`src/rtl/uart_pkg.sv`:
```
// Shared definitions for the configurable UART transmitter: FSM states,
// parity modes and the frame-format helper functions.
package uart_pkg;

    typedef enum logic [2:0] {
        IDLE   = 3'd0,
        START  = 3'd1,
        DATA   = 3'd2,
        PARITY = 3'd3,
        STOP   = 3'd4
    } state_e;

    localparam logic [1:0] PAR_NONE = 2'b00;
    localparam logic [1:0] PAR_EVEN = 2'b01;
    localparam logic [1:0] PAR_ODD  = 2'b10;
    localparam logic [1:0] PAR_MARK = 2'b11;

    function automatic logic [3:0] data_bits_n(input logic [1:0] code);
        return 4'd5 + {2'b00, code};
    endfunction

    function automatic logic [7:0] data_mask(input logic [1:0] code);
        case (code)
            2'b00:   return 8'h1F;
            2'b01:   return 8'h3F;
            2'b10:   return 8'h7F;
            default: return 8'hFF;
        endcase
    endfunction

    // Parity over already-masked data, so unused upper bits never contribute.
    function automatic logic parity_bit(input logic [1:0] mode, input logic [7:0] masked);
        case (mode)
            PAR_EVEN: return ^masked;
            PAR_ODD:  return ~(^masked);
            PAR_MARK: return 1'b1;
            default:  return 1'b0;
        endcase
    endfunction

endpackage

```
`src/rtl/uart_tx_fifo.sv`:
```
// Byte-wide synchronous FIFO with registered occupancy count; the read word
// is only visible once the count has registered the push (no fall-through).
module uart_tx_fifo #(
    parameter int  FIFO_DEPTH = 4,
    localparam int FIFO_AW    = $clog2(FIFO_DEPTH)
) (
    input  logic               clk,
    input  logic               rst,
    input  logic [7:0]         wr_data_i,
    input  logic               wr_valid_i,
    output logic               wr_ready_o,
    input  logic               rd_en_i,
    output logic [7:0]         rd_data_o,
    output logic               empty_o,
    output logic [FIFO_AW:0]   count_o
);

    logic [7:0]         mem_q [FIFO_DEPTH];
    logic [FIFO_AW-1:0] wr_ptr_q;
    logic [FIFO_AW-1:0] rd_ptr_q;
    logic [FIFO_AW:0]   count_q;
    logic               push;
    logic               pop;

    assign wr_ready_o = (count_q != (FIFO_AW+1)'(FIFO_DEPTH));
    assign empty_o    = (count_q == '0);
    assign count_o    = count_q;
    assign rd_data_o  = mem_q[rd_ptr_q];
    assign push       = wr_valid_i && wr_ready_o;
    assign pop        = rd_en_i && !empty_o;

    always_ff @(posedge clk) begin
        if (push) begin
            mem_q[wr_ptr_q] <= wr_data_i;
        end
    end

    always_ff @(posedge clk or posedge rst) begin
        if (rst) begin
            wr_ptr_q <= '0;
            rd_ptr_q <= '0;
            count_q  <= '0;
        end else begin
            if (push) wr_ptr_q <= wr_ptr_q + 1'b1;
            if (pop)  rd_ptr_q <= rd_ptr_q + 1'b1;
            case ({push, pop})
                2'b10:   count_q <= count_q + 1'b1;
                2'b01:   count_q <= count_q - 1'b1;
                default: count_q <= count_q;
            endcase
        end
    end

endmodule

```
`src/rtl/uart_tx_cfg.sv`:
```
// UART transmitter with input FIFO and per-frame format (5-8 data bits,
// none/even/odd/mark parity, 1 or 2 stops) latched when each byte is popped.
module uart_tx_cfg
    import uart_pkg::*;
#(
    parameter int  FIFO_DEPTH = 4,
    localparam int FIFO_AW    = $clog2(FIFO_DEPTH)
) (
    input  logic             clk,
    input  logic             rst,
    input  logic             clk_en,
    input  logic [7:0]       s_data,
    input  logic             s_valid,
    output logic             s_ready,
    input  logic [1:0]       cfg_data_bits,
    input  logic [1:0]       cfg_parity,
    input  logic             cfg_stop2,
    output logic             tx,
    output logic             tx_busy,
    output logic             tx_done,
    output logic [FIFO_AW:0] fifo_count
);

    state_e     state_q;
    logic       tx_q;
    logic       done_q;
    logic [3:0] bit_cnt_q;
    logic       stop_cnt_q;
    logic [7:0] shift_q;
    logic [3:0] nbits_q;
    logic [1:0] par_mode_q;
    logic       stop2_q;
    logic       par_bit_q;

    logic [7:0] fifo_data;
    logic       fifo_empty;
    logic [7:0] masked;
    logic       frame_end;
    logic       pop;

    uart_tx_fifo #(.FIFO_DEPTH(FIFO_DEPTH)) u_fifo (
        .clk        (clk),
        .rst        (rst),
        .wr_data_i  (s_data),
        .wr_valid_i (s_valid),
        .wr_ready_o (s_ready),
        .rd_en_i    (pop),
        .rd_data_o  (fifo_data),
        .empty_o    (fifo_empty),
        .count_o    (fifo_count)
    );

    assign masked    = fifo_data & data_mask(cfg_data_bits);
    assign frame_end = (state_q == STOP) && (stop_cnt_q >= stop2_q);
    assign pop       = clk_en && !fifo_empty && ((state_q == IDLE) || frame_end);

    assign tx      = tx_q;
    assign tx_done = done_q;
    assign tx_busy = (state_q != IDLE) || !fifo_empty;

    // Frame data and its shadow format: loaded at pop, never reset.
    always_ff @(posedge clk) begin
        if (pop) begin
            shift_q    <= masked;
            nbits_q    <= data_bits_n(cfg_data_bits);
            par_mode_q <= cfg_parity;
            stop2_q    <= cfg_stop2;
            par_bit_q  <= parity_bit(cfg_parity, masked);
        end else if (clk_en && ((state_q == START) ||
                                ((state_q == DATA) && (bit_cnt_q != nbits_q)))) begin
            shift_q <= shift_q >> 1;
        end
    end

    always_ff @(posedge clk or posedge rst) begin
        if (rst) begin
            state_q    <= IDLE;
            tx_q       <= 1'b1;
            done_q     <= 1'b0;
            bit_cnt_q  <= '0;
            stop_cnt_q <= 1'b0;
        end else begin
            done_q <= 1'b0;
            if (clk_en) begin
                case (state_q)
                    IDLE: begin
                        if (pop) begin
                            tx_q    <= 1'b0;
                            state_q <= START;
                        end else begin
                            tx_q <= 1'b1;
                        end
                    end
                    START: begin
                        tx_q      <= shift_q[0];
                        bit_cnt_q <= 4'd1;
                        state_q   <= DATA;
                    end
                    DATA: begin
                        if (bit_cnt_q == nbits_q) begin
                            if (par_mode_q != PAR_NONE) begin
                                tx_q    <= par_bit_q;
                                state_q <= PARITY;
                            end else begin
                                tx_q       <= 1'b1;
                                stop_cnt_q <= 1'b0;
                                state_q    <= STOP;
                            end
                        end else begin
                            tx_q      <= shift_q[0];
                            bit_cnt_q <= bit_cnt_q + 4'd1;
                        end
                    end
                    PARITY: begin
                        tx_q       <= 1'b1;
                        stop_cnt_q <= 1'b0;
                        state_q    <= STOP;
                    end
                    STOP: begin
                        if (!frame_end) begin
                            stop_cnt_q <= 1'b1;
                            tx_q       <= 1'b1;
                        end else begin
                            done_q <= 1'b1;
                            if (pop) begin
                                tx_q    <= 1'b0;
                                state_q <= START;
                            end else begin
                                tx_q    <= 1'b1;
                                state_q <= IDLE;
                            end
                        end
                    end
                    default: begin
                        tx_q    <= 1'b1;
                        state_q <= IDLE;
                    end
                endcase
            end
        end
    end

endmodule

```
`config.mk`:
```
export PLATFORM = sky130hd
export DESIGN_NAME = uart_tx_cfg
export DESIGN_NICKNAME = d
export VERILOG_FILES = /design/src/rtl/uart_pkg.sv /design/src/rtl/uart_tx_fifo.sv /design/src/rtl/uart_tx_cfg.sv
export SDC_FILE = /design/constraint.sdc
export NUM_CORES = 1
export LEC_CHECK = 0
export BUFFER_PORTS_ARGS = -buffer_cell sky130_fd_sc_hd__buf_2
export CORE_MARGIN = 2
export CORE_UTILIZATION = 35
export DETAILED_ROUTE_END_ITERATION = 12
export GPL_ROUTABILITY_DRIVEN = 0
export SLEW_MARGIN = 40
export SYNTH_ARGS = -nofsm -noshare
export SYNTH_HDL_FRONTEND = slang
export SYNTH_SLANG_ARGS = --single-unit
export TNS_END_PERCENT = 100
```
`constraint.sdc`:
```
create_clock -name clk -period 2.2 [get_ports clk]
set_input_delay 0.22 -clock clk [delete_from_list [all_inputs] [get_ports clk]]
set_output_delay 0.22 -clock clk [all_outputs]
set_load 0.01 [all_outputs]
```
==> results of run 1 <==
[sequential cells by signal, indices dropped and copies added (netlist names), 2 cells and up]
signal and count:
par_mode_q 2, u_fifo.rd_ptr_q 2, shift_q 8, nbits_q 4
u_fifo.wr_ptr_q 2, bit_cnt_q 4, u_fifo.count_o 3, u_fifo.mem_q 32
state_q 3
[worst min path at each step]
| stage | from | end | depth (start not counted) |
|---|---|---|---|
| 6_report | cfg_stop2 | stop2_q | 1 |
| 5_1_grt | cfg_stop2 | stop2_q | 1 |
| 4_1_cts | rst | u_fifo.rd_ptr_q[0] | 2 |
| 3_5_place_dp | rst | u_fifo.wr_ptr_q[0] | 2 |
| 3_3_place_gp | rst | u_fifo.wr_ptr_q[0] | 2 |
| 2_1_floorplan | rst | bit_cnt_q[0] | 1 |
[per-layer routing]
metal	share of wire [%]	up-vias	GRT usage, %
met1	46	874	14.9
li1	-	876	-
met2	48	34	19.7
met3	3.9	8	5.06
met5	0	-	0
met4	1.3	0	4.01
[stage by stage]
step | std cells | TNS, ps
final | 369 | -126
after global routing | 369 | -264
after CTS | 367 | -147
after detailed placement | 351 | -129
after global placement | 351 | -108
after floorplan | 216 | -33.6
[final cells by class]
class,count,area share [%]
well taps,105,3.67
repair buffers,38,6.65
inverters,13,1.36
multi-input cells,132,30.4
clock buffers,9,3.46
flip-flops and latches,65,52.2
clock inverters,7,2.24
[critical path: stages, from the launching register on]
cell and delay (ps):
dfrtp_1 420, buf_6 130, mux4_2 530, xnor2_2 160
xnor2_1 190, xnor2_1 170, xnor2_1 150, mux2_1 330
[placed cells by master (no fill, tap or decap), types with 2 or more instances in the layout]
master and instances:
xor2_1 10, nand3_1 3, nor2_1 7, nand2b_1 3, a21oi_1 3, inv_1 11
nor2b_1 2, nand3b_1 2, mux4_1 5, xnor2_1 8, edfxtp_1 48, clkinv_1 2
nand2_1 26, clkinv_4 3, ha_1 8, and3_1 8, mux4_2 4, dfrtp_1 16
o21ai_0 13, mux2_2 3, nor3_1 2, buf_2 23, buf_6 2, clkbuf_8 9
xnor2_2 2, buf_4 12
[cells by family after synthesis]
group,synth area share (%)
fa+ha+maj,4.40
buf+inv,2.65
compound gates,5.89
mux,9.29
flops,61.9
simple gates,9.54
xor+xnor,6.30
[power by group]
part	internal (mW)	switching [mW]
sequential	1.79	0.193
combinational	0.994	0.989
clock	0.534	0.497
[what timing repair did]
action	CTS	global route
endpoints found under the hold margin	0	16
hold buffers	0	1
resized for setup	0	11
buffers inserted	0	1
pin swaps	0	5
endpoints found under the setup margin	1	2
==> metrics.txt, run 1 <==
clk root buf=clkbuf_8; Max-cap violations=0; fin crit share=106%; Synth top cells by count=edfxtp_1, nand2_1, dfrtp_1, o21ai_0, inv_1; final setup fails=1; skew final=between 10 and 15 ps; Die ar.=9380 um2; drc violations=0; clk_lat worst skew=about 340 ps; grt ovf=0; synth unique cells=43; Pleak=approximately 1.5 nW; ANT cells=0; relative slew slack=54.7%; largest net degree at the start of global routing=18; DP HPWL=about 3.9 mm; Multi-input gate area=1090 um2; drt first pass iters=4; class of the worst hold path=in -> reg; initial cell density of the core=36.3%; # H-tree levels=3; Final Total Pwr=about 5.0 mW; most numerous cell in the Yosys netlist=edfxtp_1; PnR worst setup slack=-126 ps; synth top area cells=edfxtp_1, dfrtp_1, mux4_1, ha_1, nand2_1; RSZ-0062 raised after global routing=yes; Yosys top cell area share=a little under half; CORE AREA=a little over 8000 um2; r2r setup slk=-130 ps; Detail Route Antenna Nets=0; IO buf count=23; vias in the first global route=1808; vias per inst=4.86; CTS tree=done; crit-path max FO=3; first-pass GRT wire length=approximately 8.9 mm; IR drop worst, VDD=around 0.79 mV; # IOs=24; # nets final=between 200 and 300; mapped cell area=3020 um2; initial antenna violation count=0; Die Width=between 90 and 100 um; TritonCTS Buffers=9; clock tree sinks=65; layout cell share with drive strength beyond 1=between 20% and 30%; Worst Setup SP=u_fifo.rd_ptr_q[0]; Data required, critical path=between 2000 and 2500 ps; Die Y=about 97 um; P&R area growth vs syn=18.5%; Final Hold Viols=0; critical path class=reg -> reg; Post-Syn Nets=between 200 and 250; r2r worst-path depth=7; Peak Freq=between 400 and 500 MHz; CTS clock-pin slew for the worst setup and hold paths=80 ps; critical path endpoint=par_bit_q; Synth Instances=approximately 220; r2r startpoint=u_fifo.rd_ptr_q[0]; status=finished with violations; area leader, netlist=edfxtp_1; Global Route Usage Sum=about an eighth; Pins Over Slew Limit=0; fillers=740; Via Count=approximately 1800; DR WL/cell=approximately 14 um; DP Area=3330 um2; sequential share of the synthesized area=just over 60%; DR iter-0 viols=just under 80; critical path endpoint category=flop; Power Density=1400 nW/um2; Critical Path Source Type=flop; Post-synth EDFFs=48; final core area utilization=a little over two fifths; WP data arrival=about 2400 ps; minimum clock period=around 2300 ps; pre-CTS setup slack=-129 ps; hold_ws=~47 ps; synthesis warning total=0; final wirelength=5.28 mm; Synth Register Bits=65; Worst Tran Pin Value=just under 700 ps; Synth Flop Type=edfxtp_1; Register Area=around 1900 um2; Max clock buf depth=2; syn_area_per_cell=14.0 um2; num rows=33; failing checks=setup timing; design area=roughly 3600 um2; Synth async-reset ratio=around a quarter; RR Endpoint=par_bit_q
Power figures use the tool's default switching activity.
==> run 2, diff against run 1 <==
--- a/config.mk
+++ b/config.mk
@@ -6,6 +6,7 @@
 export NUM_CORES = 1
 export LEC_CHECK = 0
 export BUFFER_PORTS_ARGS = -buffer_cell sky130_fd_sc_hd__buf_2
+export CORE_ASPECT_RATIO = 0.9
 export CORE_MARGIN = 2
 export CORE_UTILIZATION = 35
 export DETAILED_ROUTE_END_ITERATION = 12
==> run 2 against run 1 <==
  * The run still ends with setup timing left
  * Sequential share of layout area down 0.56 points
  * Hold slack better by 7.0 ps
  * Cell area up 1.1%
  * Critical path type unchanged
  * Critical endpoint unchanged
==> metrics.txt, run 2 (synthesized netlist as in run 1, its figures left out) <==
P&R area growth vs syn=19.8%; Via Count=1786 (-0.33%); Data required, critical path=2300 ps (about the same); largest net degree at the start of global routing=18 (unchanged); critical path endpoint category=flop; final wirelength=5.15 mm (-2.3%); skew final=9.59 ps (-0.658 ps); final setup fails=1 (unchanged); Die Y=92.1 um (-4.9%); design area=3610 um2 (+1.1%); clk_lat worst skew=350 ps (about the same); top flop regs=u_fifo.mem_q: 32 flops, shift_q: 8 flops; fillers=804 (+8.6%); CORE AREA=8490 um2 (+2.3%); IR drop worst, VDD=0.576 mV (-27%); Critical Path Source Type=flop; Final Hold Viols=0 (unchanged); ANT cells=0 (unchanged); DP HPWL=3.71 mm (-3.9%); # IOs=24 (unchanged); initial antenna violation count=0 (unchanged); relative slew slack=54.5% (-0.19 points); vias per inst=4.63 (-4.7%); drt first pass iters=4 (unchanged); layout cell share with drive strength beyond 1=26.2% (-0.30 points); minimum clock period=2340 ps (+13.3 ps); crit-path max FO=3 (unchanged); failing checks=setup timing; CTS clock-pin slew for the worst setup and hold paths=80 ps (about the same); max reg flops=32 (unchanged); Die ar.=9380 um2 (about the same); DP Area=3350 um2 (+0.53%); # nets final=289 (+1.0%); Register Area=1870 um2 (unchanged); most frequent cells in the layout=edfxtp_1, nand2_1, buf_2; WP data arrival=2440 ps (+20 ps); Power Density=1400 nW/um2 (+0.33%); fin crit share=106% (+0.60 points); TritonCTS Buffers=9 (unchanged); first-pass GRT wire length=8.73 mm (-1.8%); RR Endpoint=par_bit_q; r2r setup slk=-140 ps (about the same); NetSw=1.72 mW (+2.3%); Biggest register=u_fifo.mem_q; Detail Route Antenna Nets=0 (unchanged); Hold Crit Depth=1 (unchanged); class of the worst hold path=in -> reg; num rows=32 (-3.0%); status=finished with violations; r2r startpoint=u_fifo.rd_ptr_q[0]; CTS tree=done; Worst Tran Pin Value=678 ps (+2.85 ps); initial cell density of the core=35.5% (-0.81 points); Max clock buf depth=2 (unchanged); Peak Freq=427 MHz (-0.57%); Pleak=1.47 nW (+1.3%); power share of the clock group=21.1% (+0.5 points); PnR worst setup slack=-139 ps (-13.3 ps); grt ovf=0 (unchanged); RSZ-0062 raised after global routing=yes; critical path class=reg -> reg; vias in the first global route=1826 (+1.0%); drc violations=0 (unchanged); DR WL/cell=13.3 um (-6.6%); most common cell after layout, fill and taps aside=edfxtp_1; clk root buf=clkbuf_8; Multi-input gate area=1080 um2 (-0.46%); Seq pwr share=39.0% (-0.7 points); switching share of power=33.9% (+0.31 points); Worst Hold End=stop2_q; # H-tree levels=3 (unchanged); Max-cap violations=0 (unchanged); DR iter-0 viols=59 (-25%); Combinational Power Share=39.9% (+0.2 points); Pins Over Slew Limit=0 (unchanged); hold path startpoint=cfg_stop2; IO buf count=23 (unchanged); Final Total Pwr=5.07 mW (+1.4%); r2r worst-path depth=7 (unchanged); Die Width=102 um (+5.2%); Global Route Usage Sum=12.5% (+0.28 points); internal power=3.35 mW (+0.95%); clock tree sinks=65 (unchanged)
==> run 2: final cells by class <==
| cell class | instances | share of cell area, % |
|---|---|---|
| clock buffers | 9 | 3.43 |
| multi-input cells | 132 | 29.9 |
| inverters | 13 | 1.35 |
| flip-flops and latches | 65 | 51.7 |
| clock inverters | 7 | 2.32 |
| repair buffers | 41 | 7.20 |
| well taps | 119 | 4.12 |
==> run 2: worst max-delay path by stage <==
stage                             from        end  slack (ps)
floorplan           u_fifo.rd_ptr_q[0]  par_bit_q         -30
detailed placement  u_fifo.rd_ptr_q[0]  par_bit_q        -160
global route        u_fifo.rd_ptr_q[0]  par_bit_q        -240
global placement    u_fifo.rd_ptr_q[0]  par_bit_q        -130
finish              u_fifo.rd_ptr_q[0]  par_bit_q        -140
CTS                 u_fifo.rd_ptr_q[0]  par_bit_q        -170
==> run 2: per-layer routing <==
metal / vias to the layer above / GRT usage, % / routed length, um
met2: 35 / 18.7 / 2460
met3: 7 / 5.26 / 252
met4: 0 / 4.44 / 70
met1: 854 / 16.3 / 2370
li1: 890 / - / -
met5: - / 0 / 0
==> run 2: through the flow <==
| step | TNS (ps) | util, % | hold slack (ps) | cells | setup slack, ps |
|---|---|---|---|---|---|
| 2_1_floorplan | -33.6 | - | 145 | 216 | -33.6 |
| 6_report | -139 | 42.6 | 54.1 | 386 | -139 |
| 3_5_place_dp | -162 | 39.4 | 399 | 365 | -162 |
| 3_3_place_gp | -130 | 39.4 | 397 | 365 | -130 |
| 5_1_grt | -253 | 42.6 | 29.1 | 386 | -239 |
| 4_1_cts | -168 | 42.2 | 8.89 | 384 | -168 |
==> run 2: power by group through the flow <==
| stage | registers, mW | clock network (mW) | logic (mW) |
|---|---|---|---|
| 2_1_floorplan | 1.97 | 0 | 1.45 |
| 3_5_place_dp | 2.00 | 0 | 1.96 |
| 4_1_cts | 1.98 | 1.10 | 2.02 |
| 3_3_place_gp | 1.99 | 0 | 1.92 |
| 6_report | 1.98 | 1.07 | 2.02 |
| 5_1_grt | 2.02 | 1.15 | 2.26 |
==> run 2: worst max-delay path, cell delays in order (launching register included) <==
cell     delay [ps]
dfrtp_1         410
buf_6           140
mux4_2          530
xnor2_2         160
xnor2_1         200
xnor2_1         170
xnor2_1         160
mux2_1          330
==> run 2: what timing repair did <==
item / in CTS / in global routing
endpoints found under the hold margin: 0 / 16
endpoints found under the setup margin: 1 / 2
buffers inserted: 3 / 1
pin swaps: 4 / 4
hold buffers: 0 / 1
resized for setup: 2 / 5
